[src/rtl/reaction_pkg.sv]
// Shared definitions for the reaction-prompt generator: FSM encoding,
// LFSR constants and the LFSR step function.
package reaction_pkg;

    typedef enum logic [2:0] {
        IDLE       = 3'd0,
        WAIT_DELAY = 3'd1,
        PROMPT     = 3'd2,
        DONE       = 3'd3,
        FAULT      = 3'd4
    } state_t;

    localparam logic [15:0] LFSR_SEED = 16'hACE1;
    // Right-shift Galois mask for x^16 + x^14 + x^13 + x^11 + 1
    localparam logic [15:0] LFSR_TAPS = 16'hB400;
    localparam int DEFAULT_CLK_PER_MS = 10000;

    function automatic logic [15:0] lfsr_next(input logic [15:0] cur);
        return cur[0] ? ((cur >> 1) ^ LFSR_TAPS) : (cur >> 1);
    endfunction

endpackage

[src/rtl/reaction_prompt_gen_if.sv]
// Player-facing signal bundle: start/button in, prompt LED and result flags out.
interface reaction_prompt_gen_if;
    logic       start;
    logic       button;
    logic       led_on;
    logic       hit;
    logic       false_start;
    logic       timeout;
    logic       busy;
    logic [2:0] state_o;

    modport master (
        output start, button,
        input  led_on, hit, false_start, timeout, busy, state_o
    );

    modport slave (
        input  start, button,
        output led_on, hit, false_start, timeout, busy, state_o
    );
endinterface

[src/rtl/reaction_prompt_gen_sync_edge.sv]
// Two-flop synchroniser followed by a registered rising-edge detector;
// the rise pulse appears three clocks after the pin changes.
module sync_edge (
    input  logic clk,
    input  logic rst_n,
    input  logic sig,
    output logic rise
);
    logic meta;
    logic stable;
    logic stable_d;

    always_ff @(posedge clk) begin
        if (!rst_n) begin
            meta     <= 1'b0;
            stable   <= 1'b0;
            stable_d <= 1'b0;
            rise     <= 1'b0;
        end else begin
            meta     <= sig;
            stable   <= meta;
            stable_d <= stable;
            rise     <= stable & ~stable_d;
        end
    end
endmodule

[src/rtl/reaction_prompt_gen.sv]
// Reaction-test prompt generator: random arm-to-prompt delay, prompt window
// with timeout, and classification of the press as hit or false start.
module reaction_prompt_gen
    import reaction_pkg::*;
#(
    parameter int CLK_PER_MS   = DEFAULT_CLK_PER_MS,
    parameter int MIN_DELAY_MS = 1000,
    parameter int RAND_BITS    = 10,
    parameter int TIMEOUT_MS   = 2000
) (
    input logic clk,
    input logic rst_n,
    reaction_prompt_gen_if.slave bus
);
    localparam int DELAY_MAX = MIN_DELAY_MS + (1 << RAND_BITS) - 1;
    localparam int DELAY_W   = $clog2(DELAY_MAX + 1);
    localparam int TO_W      = $clog2(TIMEOUT_MS + 1);
    localparam int PRE_W     = (CLK_PER_MS > 1) ? $clog2(CLK_PER_MS) : 1;
    localparam int RAND_MASK = (1 << RAND_BITS) - 1;

    state_t             state;
    state_t             state_next;
    logic               start_rise;
    logic               button_rise;
    logic [PRE_W-1:0]   pre;
    logic               ms_tick;
    logic [DELAY_W-1:0] delay_cnt;
    logic [TO_W-1:0]    to_cnt;
    logic [15:0]        lfsr;
    logic               arm;
    logic               set_hit;
    logic               set_false;
    logic               set_timeout;
    logic               hit_r;
    logic               false_r;
    logic               timeout_r;

    sync_edge u_start_sync  (.clk(clk), .rst_n(rst_n), .sig(bus.start),  .rise(start_rise));
    sync_edge u_button_sync (.clk(clk), .rst_n(rst_n), .sig(bus.button), .rise(button_rise));

    assign ms_tick = (pre == PRE_W'(CLK_PER_MS - 1));

    // Button is tested before the tick so a tie resolves to false start in
    // WAIT_DELAY and to hit in PROMPT.
    always_comb begin
        state_next  = state;
        arm         = 1'b0;
        set_hit     = 1'b0;
        set_false   = 1'b0;
        set_timeout = 1'b0;
        case (state)
            IDLE, DONE, FAULT: begin
                if (start_rise) begin
                    arm        = 1'b1;
                    state_next = WAIT_DELAY;
                end
            end
            WAIT_DELAY: begin
                if (button_rise) begin
                    set_false  = 1'b1;
                    state_next = FAULT;
                end else if (ms_tick && delay_cnt == DELAY_W'(1)) begin
                    state_next = PROMPT;
                end
            end
            PROMPT: begin
                if (button_rise) begin
                    set_hit    = 1'b1;
                    state_next = DONE;
                end else if (ms_tick && to_cnt == TO_W'(TIMEOUT_MS - 1)) begin
                    set_timeout = 1'b1;
                    state_next  = FAULT;
                end
            end
            default: state_next = IDLE;
        endcase
    end

    always_ff @(posedge clk) begin
        if (!rst_n) begin
            state     <= IDLE;
            pre       <= '0;
            delay_cnt <= '0;
            to_cnt    <= '0;
            lfsr      <= LFSR_SEED;
            hit_r     <= 1'b0;
            false_r   <= 1'b0;
            timeout_r <= 1'b0;
        end else begin
            state <= state_next;
            lfsr  <= lfsr_next(lfsr);

            // Every state entry restarts the millisecond phase
            if (state_next != state || ms_tick)
                pre <= '0;
            else
                pre <= pre + PRE_W'(1);

            if (arm)
                delay_cnt <= DELAY_W'(MIN_DELAY_MS) + DELAY_W'(lfsr & 16'(RAND_MASK));
            else if (state == WAIT_DELAY && ms_tick)
                delay_cnt <= delay_cnt - DELAY_W'(1);

            if (state == PROMPT && state_next == PROMPT)
                to_cnt <= ms_tick ? to_cnt + TO_W'(1) : to_cnt;
            else
                to_cnt <= '0;

            hit_r     <= set_hit;
            false_r   <= arm ? 1'b0 : (set_false | false_r);
            timeout_r <= arm ? 1'b0 : (set_timeout | timeout_r);
        end
    end

    assign bus.led_on      = (state == PROMPT);
    assign bus.busy        = (state == WAIT_DELAY) || (state == PROMPT);
    assign bus.hit         = hit_r;
    assign bus.false_start = false_r;
    assign bus.timeout     = timeout_r;
    assign bus.state_o     = state;
endmodule

[src/flat_wrapper.sv]
// flat-port wrapper written by rule: the top's interface ports become plain ports
module reaction_prompt_gen_flat import reaction_pkg::*;
#(
    parameter int CLK_PER_MS   = DEFAULT_CLK_PER_MS,
    parameter int MIN_DELAY_MS = 1000,
    parameter int RAND_BITS    = 10,
    parameter int TIMEOUT_MS   = 2000
)
  (clk, rst_n, bus_start, bus_button, bus_led_on, bus_hit, bus_false_start, bus_timeout, bus_busy, bus_state_o);
  reaction_prompt_gen_if bus_i ();
  input logic clk;
  input logic rst_n;
  input wire logic [$bits(bus_i.start)-1:0] bus_start;
  input wire logic [$bits(bus_i.button)-1:0] bus_button;
  output wire logic [$bits(bus_i.led_on)-1:0] bus_led_on;
  output wire logic [$bits(bus_i.hit)-1:0] bus_hit;
  output wire logic [$bits(bus_i.false_start)-1:0] bus_false_start;
  output wire logic [$bits(bus_i.timeout)-1:0] bus_timeout;
  output wire logic [$bits(bus_i.busy)-1:0] bus_busy;
  output wire logic [$bits(bus_i.state_o)-1:0] bus_state_o;
  assign bus_i.start = bus_start;
  assign bus_i.button = bus_button;
  assign bus_led_on = bus_i.led_on;
  assign bus_hit = bus_i.hit;
  assign bus_false_start = bus_i.false_start;
  assign bus_timeout = bus_i.timeout;
  assign bus_busy = bus_i.busy;
  assign bus_state_o = bus_i.state_o;
  reaction_prompt_gen #(.CLK_PER_MS(CLK_PER_MS), .MIN_DELAY_MS(MIN_DELAY_MS), .RAND_BITS(RAND_BITS), .TIMEOUT_MS(TIMEOUT_MS)) u_core (.clk(clk), .rst_n(rst_n), .bus(bus_i));
endmodule
[config.mk]
export PLATFORM = sky130hd
export DESIGN_NAME = reaction_prompt_gen_flat
export DESIGN_NICKNAME = d
export VERILOG_FILES = /design/src/rtl/reaction_pkg.sv /design/src/rtl/reaction_prompt_gen_if.sv /design/src/rtl/reaction_prompt_gen_sync_edge.sv /design/src/rtl/reaction_prompt_gen.sv /design/src/flat_wrapper.sv
export SDC_FILE = /design/constraint.sdc
export NUM_CORES = 1
export LEC_CHECK = 0
export BUFFER_PORTS_ARGS = -buffer_cell sky130_fd_sc_hd__buf_4
export CAP_MARGIN = 20
export CORE_MARGIN = 2
export CORE_UTILIZATION = 65
export DETAILED_ROUTE_END_ITERATION = 7
export PLACE_DENSITY = 0.83
export REMOVE_ABC_BUFFERS = 1
export SYNTH_ARGS = -nofsm -noshare
export SYNTH_HDL_FRONTEND = slang
export SYNTH_SLANG_ARGS = --single-unit
[constraint.sdc]
create_clock -name clk -period 3.1 [get_ports clk]
set_clock_uncertainty 0.15 [all_clocks]
set_input_delay 0.62 -clock clk [delete_from_list [all_inputs] [get_ports clk]]
set_output_delay 0.62 -clock clk [all_outputs]
set_load 0.01 [all_outputs]
-- Yosys cells after proc, flatten, opt, wreduce, memory -nomap -nowiden
Cells that the tools add are included.
- bitwise operators: 8
- reduce and logical (&&, ||, !) cells: 13
- multiplexer cells: 16
- add/subtract/negate cells: 4
- eq/ne operators: 9
- operators by type and width (operator ; count):
    11-bit two-way mux ; 2
    16-bit two-way mux ; 1
    3-bit two-way mux ; 5
    14-bit by 1-bit adder with 14-bit output, second input constant ; 1
    14-bit == test, second input constant ; 1
    10-bit by 10-bit adder with 11-bit output, first input constant ; 1
    11-bit by 1-bit adder with 11-bit output, second input constant ; 1
    11-bit by 1-bit == test with 1-bit output, second input constant ; 1
    11-bit == test, second input constant ; 1
    11-bit by 1-bit subtractor with 11-bit output, second input constant ; 1
    3-bit by 2-bit == test with 1-bit output, second input constant ; 3
    3-bit case mux with 3 select lines ; 1
    1-bit two-way mux ; 7
    1-bit logical AND ; 4
    3-bit inverter with 4-bit output ; 1
    2-bit AND reduction ; 2
    2-bit OR reduction ; 2
    3-bit by 1-bit == test with 1-bit output, second input constant ; 1
    3-bit == test, second input constant ; 1
    3-bit zero test ; 1
    3-bit inequality test ; 1
    1-bit inverter ; 3
    3-bit OR reduction ; 1
    1-bit AND ; 2
    3 further kinds ; 5
- word-level logic and storage cells: 66
- register bits: 66
- input bits: 4
- output and inout port bits: 8

-- Logic depth before layout (Yosys ltp)
Gate-level depths: netlist of run 1.
- depth in word-level cells: 8
- gate-level depth with buffers: 8
- gate-level depth less buffers: 7

-- Modules after synthesis
Synthesis of run 1 repeated with hierarchy kept, for this count alone.
- cells, all modules: 319
- area total of the unflattened synthesis: 2901.5 µm²
- modules (own cells, without submodules) (module ; cells an instance ; area each (µm²) ; times used):
    reaction_prompt_gen ; 303 ; 2678.8 ; 1
    sync_edge ; 8 ; 111.4 ; 2

-- Least setup slack after synthesis of run 1
Ideal clock, no wire load.
- path type: register -> register
- from: register u_core.delay_cnt[4]
- to: register u_core.state[0] (netlist: u_core.bus.state_o[0])
- clock period less this slack: 2.080 ns
- path buffers: 0
- library setup time: 0.124 ns
- setup slack: 1.020 ns
- cell stages (with the launch flop): 6
- data arrival time: 1.806 ns
- path through: dfxtp_1 > or3_4 > or4_4 > or4_4 > o21ai_1 > a31oi_1
- cells in the longest elaborated chain, start to end: 5
- RTL lines (item ; RTL line ; text):
    start: declaration ; reaction_prompt_gen.sv:27 ; logic [DELAY_W-1:0] delay_cnt;
    start signal: assignment ; reaction_prompt_gen.sv:100 ; delay_cnt <= DELAY_W'(MIN_DELAY_MS) + DELAY_W'(lfsr & 16'(RAND_MASK));
    start signal: assignment ; reaction_prompt_gen.sv:102 ; delay_cnt <= delay_cnt - DELAY_W'(1);
    11-bit by 1-bit == test with 1-bit output ; reaction_prompt_gen.sv:62 ; end else if (ms_tick && delay_cnt == DELAY_W'(1)) begin
    1-bit logical AND ; reaction_prompt_gen.sv:62 ;
    3-bit two-way mux ; reaction_prompt_gen.sv:62 ;
    3-bit two-way mux ; reaction_prompt_gen.sv:59 ; if (button_rise) begin
    3-bit case mux with 3 select lines ; reaction_prompt_gen.sv:51 ; case (state)
    end signal: assignment ; reaction_prompt_gen.sv:90 ; state <= state_next;
    end: declaration ; reaction_prompt_gen.sv:21 ; state_t state;
No other way between the ends.
A chain may end at the register's enable or synchronous reset.

-- Worst setup path after layout of run 1
- from: register u_core.state[1] (netlist: u_core.bus.state_o[1])
- to: output bus_led_on
- cells in the longest elaborated chain, start to end: 1
- RTL lines (item ; RTL line ; text):
    3-bit by 2-bit == test with 1-bit output ; reaction_prompt_gen.sv:115 ; assign bus.led_on = (state == PROMPT);
    end: declaration ; flat_wrapper.sv:15 ; output wire logic [$bits(bus_i.led_on)-1:0] bus_led_on;
No other way between the ends.

==> results of run 1 <==
## registers in the layout (all words and copies together) (netlist names)
name,cells
u_core.lfsr,16
u_core.pre,14
u_core.delay_cnt,11
u_core.to_cnt,11
u_core.bus.state_o,3
u_core.bus.false_start,1
u_core.bus.hit,1
u_core.bus.timeout,1
u_core.u_button_sync.meta,1
u_core.u_button_sync.rise,1
u_core.u_button_sync.stable,1
u_core.u_button_sync.stable_d,1
u_core.u_start_sync.meta,1
u_core.u_start_sync.rise,1
u_core.u_start_sync.stable,1
u_core.u_start_sync.stable_d,1
## layout make-up
class / count / area [µm²]
Fill cell: 343 / 1170
Inverter: 10 / 37.5
Tap cell: 52 / 65.1
Clock inverter: 7 / 55.1
Sequential cell: 66 / 1320
Timing Repair Buffer: 12 / 90.1
Clock buffer: 9 / 124
Multi-Input combinational cell: 235 / 1490
## path summary, 6_finish.rpt
kind	start	endpoint	slack (ns)	cells after the start
max	u_core.bus.state_o[1]$_SDFF_PN0_	bus_led_on	0.67	3
min	u_core.u_start_sync.stable_d$_SDFF_PN0_	u_core.u_start_sync.rise$_SDFF_PN0_	0.24	1
max reg2reg	u_core.pre[0]$_SDFF_PP0_	u_core.to_cnt[8]$_SDFFE_PN0P_	0.68	6
min reg2reg	u_core.u_start_sync.stable_d$_SDFF_PN0_	u_core.u_start_sync.rise$_SDFF_PN0_	0.24	1
## routing by layer
metal,vias to the layer above,share of wire,GRT usage
met5,-,0,0
met4,0,0.014,0.0818
met3,9,0.038,0.103
met2,37,0.48,0.377
met1,1056,0.47,0.277
li1,1139,-,-
## cells by family (layout without fill, tap and decap cells)
kind of cell / after synthesis / in the layout / share of synthesized area
DFF: 66 / 66 / 0.451
and+or+nand+nor: 145 / 145 / 0.275
xor gates and xnor gates: 38 / 38 / 0.114
muxes: 2 / 2 / 0.00684
AOI/OAI and AO/OA: 45 / 45 / 0.0932
adders and majority gates: 5 / 5 / 0.0214
buffers and inverters: 25 / 38 / 0.0380
## synth_stat cells (all sizes together) (9+ instances only)
cell type  number
a21oi          11
and2           13
and3           10
clkbuf         11
dfxtp          66
inv            10
nand2          19
nand3           9
nor2           41
o21ai          14
xnor2          22
xor2           16
## worst max-delay path, cell delays in order (launching register included)
cell and delay, ns:
dfxtp_1 0.63, nor2b_1 0.34, nor2b_1 0.20, buf_4 0.14
## stage by stage
step | power, mW | hold slack [ns] | instance area (µm²) | setup WS, ns
after floorplan | 0.970 | 0.217 | 2850 | 0.473
after global placement | 0.993 | 0.222 | 3010 | 0.851
after detailed placement | 0.996 | 0.224 | 3010 | 0.722
after CTS | 1.64 | 0.235 | 3190 | 0.680
after global routing | 1.69 | 0.257 | 3190 | 0.424
final | 1.62 | 0.239 | 3190 | 0.675
## cell usage in the layout (no fill, tap or decap), drive strengths merged, types with 6 or more instances in the layout
master / Yosys / final
nand2b: 6 / 6
nand3: 9 / 9
nor4: 6 / 6
o21ai: 14 / 14
xnor2: 22 / 22
dfxtp: 66 / 66
inv: 10 / 11
nor2: 41 / 41
clkbuf: 11 / 9
buf: 4 / 12
nand2: 19 / 19
nand4: 8 / 8
xor2: 16 / 16
and3: 10 / 10
a21oi: 11 / 11
and2: 13 / 13
nor3: 7 / 7
## power groups by stage
stage	Combinational, mW	Clock (mW)	Sequential (mW)
after floorplan	0.0601	0	0.910
after global placement	0.0794	0	0.914
after detailed placement	0.0809	0	0.916
after CTS	0.0820	0.660	0.896
after global routing	0.0931	0.696	0.900
final	0.0816	0.644	0.896
==> results_dict.tcl, run 1 <==
set metrics [dict create \
    period_share 0.782 \
    post_cts_buffers 0 \
    status "finished clean" \
    grt_max_degree 38 \
    seqPwrFrac 0.553 \
    clockBufferDepth 2 \
    critical_path_required_ns 2.33 \
    p_sw_mw 0.413 \
    power_frac_comb 0.050 \
    synth_edf_count 0 \
    rsz0062_at_grt "no" \
    ys_seq_area_frac 0.451 \
    dp.cells 375 \
    fin_cells 391 \
    drv_cap 0 \
    place_hpwl_mm 3.63 \
    firstDrtPassIters 4 \
    fin_nets 343 \
    syn2layout_area_growth_pct 8.89 \
    p_leak_nw 1.15 \
    antenna_found_initial 0 \
    synth_cell_types 52 \
    synthesis.area_um2 2930 \
    synthArstFlopShare 0 \
    cts_resized 0 \
    synth_warnings 0 \
    ios 12 \
    avgViaCountPerCell 5.73 \
    swShare 0.255 \
    port_buffers 11 \
    cts_tree "built" \
    hold_viol_final 0 \
    power_density_nw_per_um2 509 \
    final-setup-viol-count 0 \
    die_x_um 71.1 \
    cp-end-kind "primary output" \
    synthFlopType "dfxtp_1" \
    clk_pin_slew_ns 0.08 \
    diodes 0 \
    yosysTopAreaCell "dfxtp_1" \
    drt_iter0_drc 80 \
    max_freq_ghz 0.412 \
    drv_slew 0 \
    period_needed_ns 2.43 \
    power.internal_mw 1.21 \
    grt_util_all_layers 0.233 \
    drcViolationCount 0 \
    clk_latency_ns 0.35 \
    p_clk_frac 0.397 \
    vias 2241 \
    start_util 0.672 \
    rows 24 \
    relSlewSlack 0.488 \
    grt_pass1_wl_mm 9.19 \
    die_h_um 71.1 \
    clock-sinks 66 \
    ys_ff_latch 66 \
    arrival_ns 1.66 \
    root_buffer "clkbuf_8" \
    routedWlPerCell_um 13.8 \
    overflow 0 \
    syn_avg_cell_area_um2 8.98 \
    cp-start-kind "register" \
    worstPathMaxFanout 14 \
    h-tree-depth 3 \
    drtAntennaViolNets 0 \
    synth_top_area_share 0.451 \
    die-area_um2 5060 \
    synthTopCellsByArea "dfxtp_1 (45%), xnor2_1 (6.6%), nor2_1 (5.3%)" \
    critPathKind "reg2out" \
    syn_inst 326 \
    core_area_um2 4350 \
    fin_util 0.732 \
    gp_congestion 0.834 \
    setup_tns_ns 0 \
    ir_drop_mv 0.389 \
    cts_buffers 9 \
    min_path_type "reg2reg" \
    grt_pass1_vias 2077 \
    worst_pin_slew_ns 0.757 \
    drive_above_1_share 0.112 \
    wirelength_mm 5.41 \
    cts_hold_buf 0 \
]
Note: power is estimated with default switching activity, not from simulation.
==> inputs of run 2 (changes only) <==
--- a/config.mk
+++ b/config.mk
@@ -8,9 +8,9 @@
 export BUFFER_PORTS_ARGS = -buffer_cell sky130_fd_sc_hd__buf_4
 export CAP_MARGIN = 20
 export CORE_MARGIN = 2
-export CORE_UTILIZATION = 65
+export CORE_UTILIZATION = 60
 export DETAILED_ROUTE_END_ITERATION = 7
-export PLACE_DENSITY = 0.83
+export PLACE_DENSITY = 0.78
 export REMOVE_ABC_BUFFERS = 1
 export SYNTH_ARGS = -nofsm -noshare
 export SYNTH_HDL_FRONTEND = slang
==> constraint.sdc (replaced) <==
create_clock -name clk -period 2.5 [get_ports clk]
set_clock_uncertainty 0.15 [all_clocks]
set_input_delay 0.5 -clock clk [delete_from_list [all_inputs] [get_ports clk]]
set_output_delay 0.5 -clock clk [all_outputs]
set_load 0.01 [all_outputs]
==> run 2 against run 1 <==
Die area grew 7.9%. Utilization is 3.9 points lower. Combinational power up 27%. Global-route usage down 1.1 points. Sequential cell count unchanged. Wire length increased by 2.4%. Critical path type unchanged. Critical endpoint unchanged.
==> results_dict.tcl, run 2 (synthesis gave the netlist of run 1 again) <==
set metrics [dict create \
    routedWlPerCell_um 13.5 \
    grt_util_all_layers 0.222 \
    die_h_um 73.8 \
    largest_register_ffs 16 \
    fin_util 0.693 \
    grt_max_degree 38 \
    arrival_ns 1.60 \
    cts_resized 0 \
    worst_pin_slew_ns 0.857 \
    drcViolationCount 0 \
    ios 12 \
    period_share 0.899 \
    clockBufferDepth 2 \
    hold_viol_final 0 \
    grt_pass1_wl_mm 9.09 \
    rsz0062_at_grt "no" \
    overflow 0 \
    seq_area_um2 1320 \
    post_cts_buffers 0 \
    worstPathMaxFanout 9 \
    multi_input_comb_area_um2 1490 \
    die-area_um2 5450 \
    dp.cells 394 \
    core_area_um2 4720 \
    rows 25 \
    wirelength_mm 5.54 \
    cp-start-kind "register" \
    port_buffers 11 \
    ir_drop_mv 0.612 \
    clock-sinks 66 \
    layout_common_cells "dfxtp_1 (66), nor2_1 (41), xnor2_1 (22)" \
    drtAntennaViolNets 0 \
    drv_slew 0 \
    layout_commonest_cell "dfxtp_1" \
    fillers 380 \
    fin_cells 410 \
    place_hpwl_mm 3.65 \
    gp_congestion 0.834 \
    clk_pin_slew_ns 0.08 \
    p_leak_nw 1.20 \
    drv_cap 0 \
    relSlewSlack 0.421 \
    grt_pass1_vias 2075 \
    cts_hold_buf 0 \
    max_freq_ghz 0.445 \
    start_util 0.620 \
    top_regs "u_core.lfsr x16, u_core.pre x14" \
    vias 2229 \
    regMostFlops "u_core.lfsr" \
    diodes 0 \
    avgViaCountPerCell 5.44 \
    cts_tree "built" \
    antenna_found_initial 0 \
    die_x_um 73.8 \
    min_path_type "in2reg" \
    critPathKind "reg2out" \
    h-tree-depth 3 \
    cts_buffers 9 \
    fin_nets 347 \
    cp-end-kind "primary output" \
    final-setup-viol-count 0 \
    drive_above_1_share 0.120 \
    clk_latency_ns 0.35 \
    critical_path_required_ns 1.85 \
    syn2layout_area_growth_pct 11.9 \
    status "finished clean" \
    root_buffer "clkbuf_8" \
    drt_iter0_drc 131 \
    period_needed_ns 2.25 \
    power_density_nw_per_um2 672 \
    firstDrtPassIters 4 \
]
==> run 2: cell count changes in the layout (fill, tap and decap cells not counted) <==
cell        delta
inv_8          -1
clkinvlp_4     -3
bufinv_16      +2
inv_6          +1
buf_4          +4
clkbuf_1       +1
==> run 2: area by class of cell <==
cell class	instances	area share
clock buffer	10	0.0390
inverter	10	0.0115
clock inverter	6	0.0275
sequential	66	0.404
multi-input combinational	235	0.456
tap	67	0.0256
timing repair buffer	16	0.0367
==> run 2: metal layers <==
layer	vias up	track usage	part of all wire
li1	1140	-	-
met2	41	0.360	0.49
met5	-	0	0
met4	0	0.0869	0.014
met3	5	0.0905	0.049
met1	1043	0.262	0.45
==> run 2: where the power goes <==
group	switching [mW]	internal [mW]	total [mW]	leakage (nW)
registers	0.0256	1.08	1.11	0.539
logic	0.0539	0.0503	0.104	0.554
clock network	0.421	0.565	0.986	0.107
==> run 2: through the flow <==
step	setup TNS (ns)	power [mW]	worst slack (ns)	hold WS, ns	instance area, µm²
2_1_floorplan	-0.177	1.20	-0.127	0.217	2850
3_3_place_gp	0	1.23	0.389	0.221	3060
3_5_place_dp	0	1.24	0.335	0.227	3060
4_1_cts	0	2.22	0.251	0.191	3270
5_1_grt	0	2.29	0.112	0.194	3270
6_report	0	2.20	0.253	0.201	3270
==> run 2: final timing paths <==
check                                                start                                   end  cells past startpoint  slack (ns)
setup reg to reg          u_core.delay_cnt[1]$_SDFFE_PN0P_      u_core.delay_cnt[6]$_SDFFE_PN0P_                      7        0.31
setup / recovery          u_core.bus.state_o[1]$_SDFF_PN0_                            bus_led_on                      5        0.25
hold reg to reg   u_core.u_button_sync.stable_d$_SDFF_PN0_  u_core.u_button_sync.rise$_SDFF_PN0_                      1        0.23
hold / removal                                  bus_button  u_core.u_button_sync.meta$_SDFF_PN0_                      2        0.20
==> run 2: critical path, cell delays in order, from the launching register on <==
cell and delay (ns):
dfxtp_1 0.46, buf_4 0.21, nor2b_1 0.13, buf_4 0.14, nor2b_1 0.16, buf_4 0.14
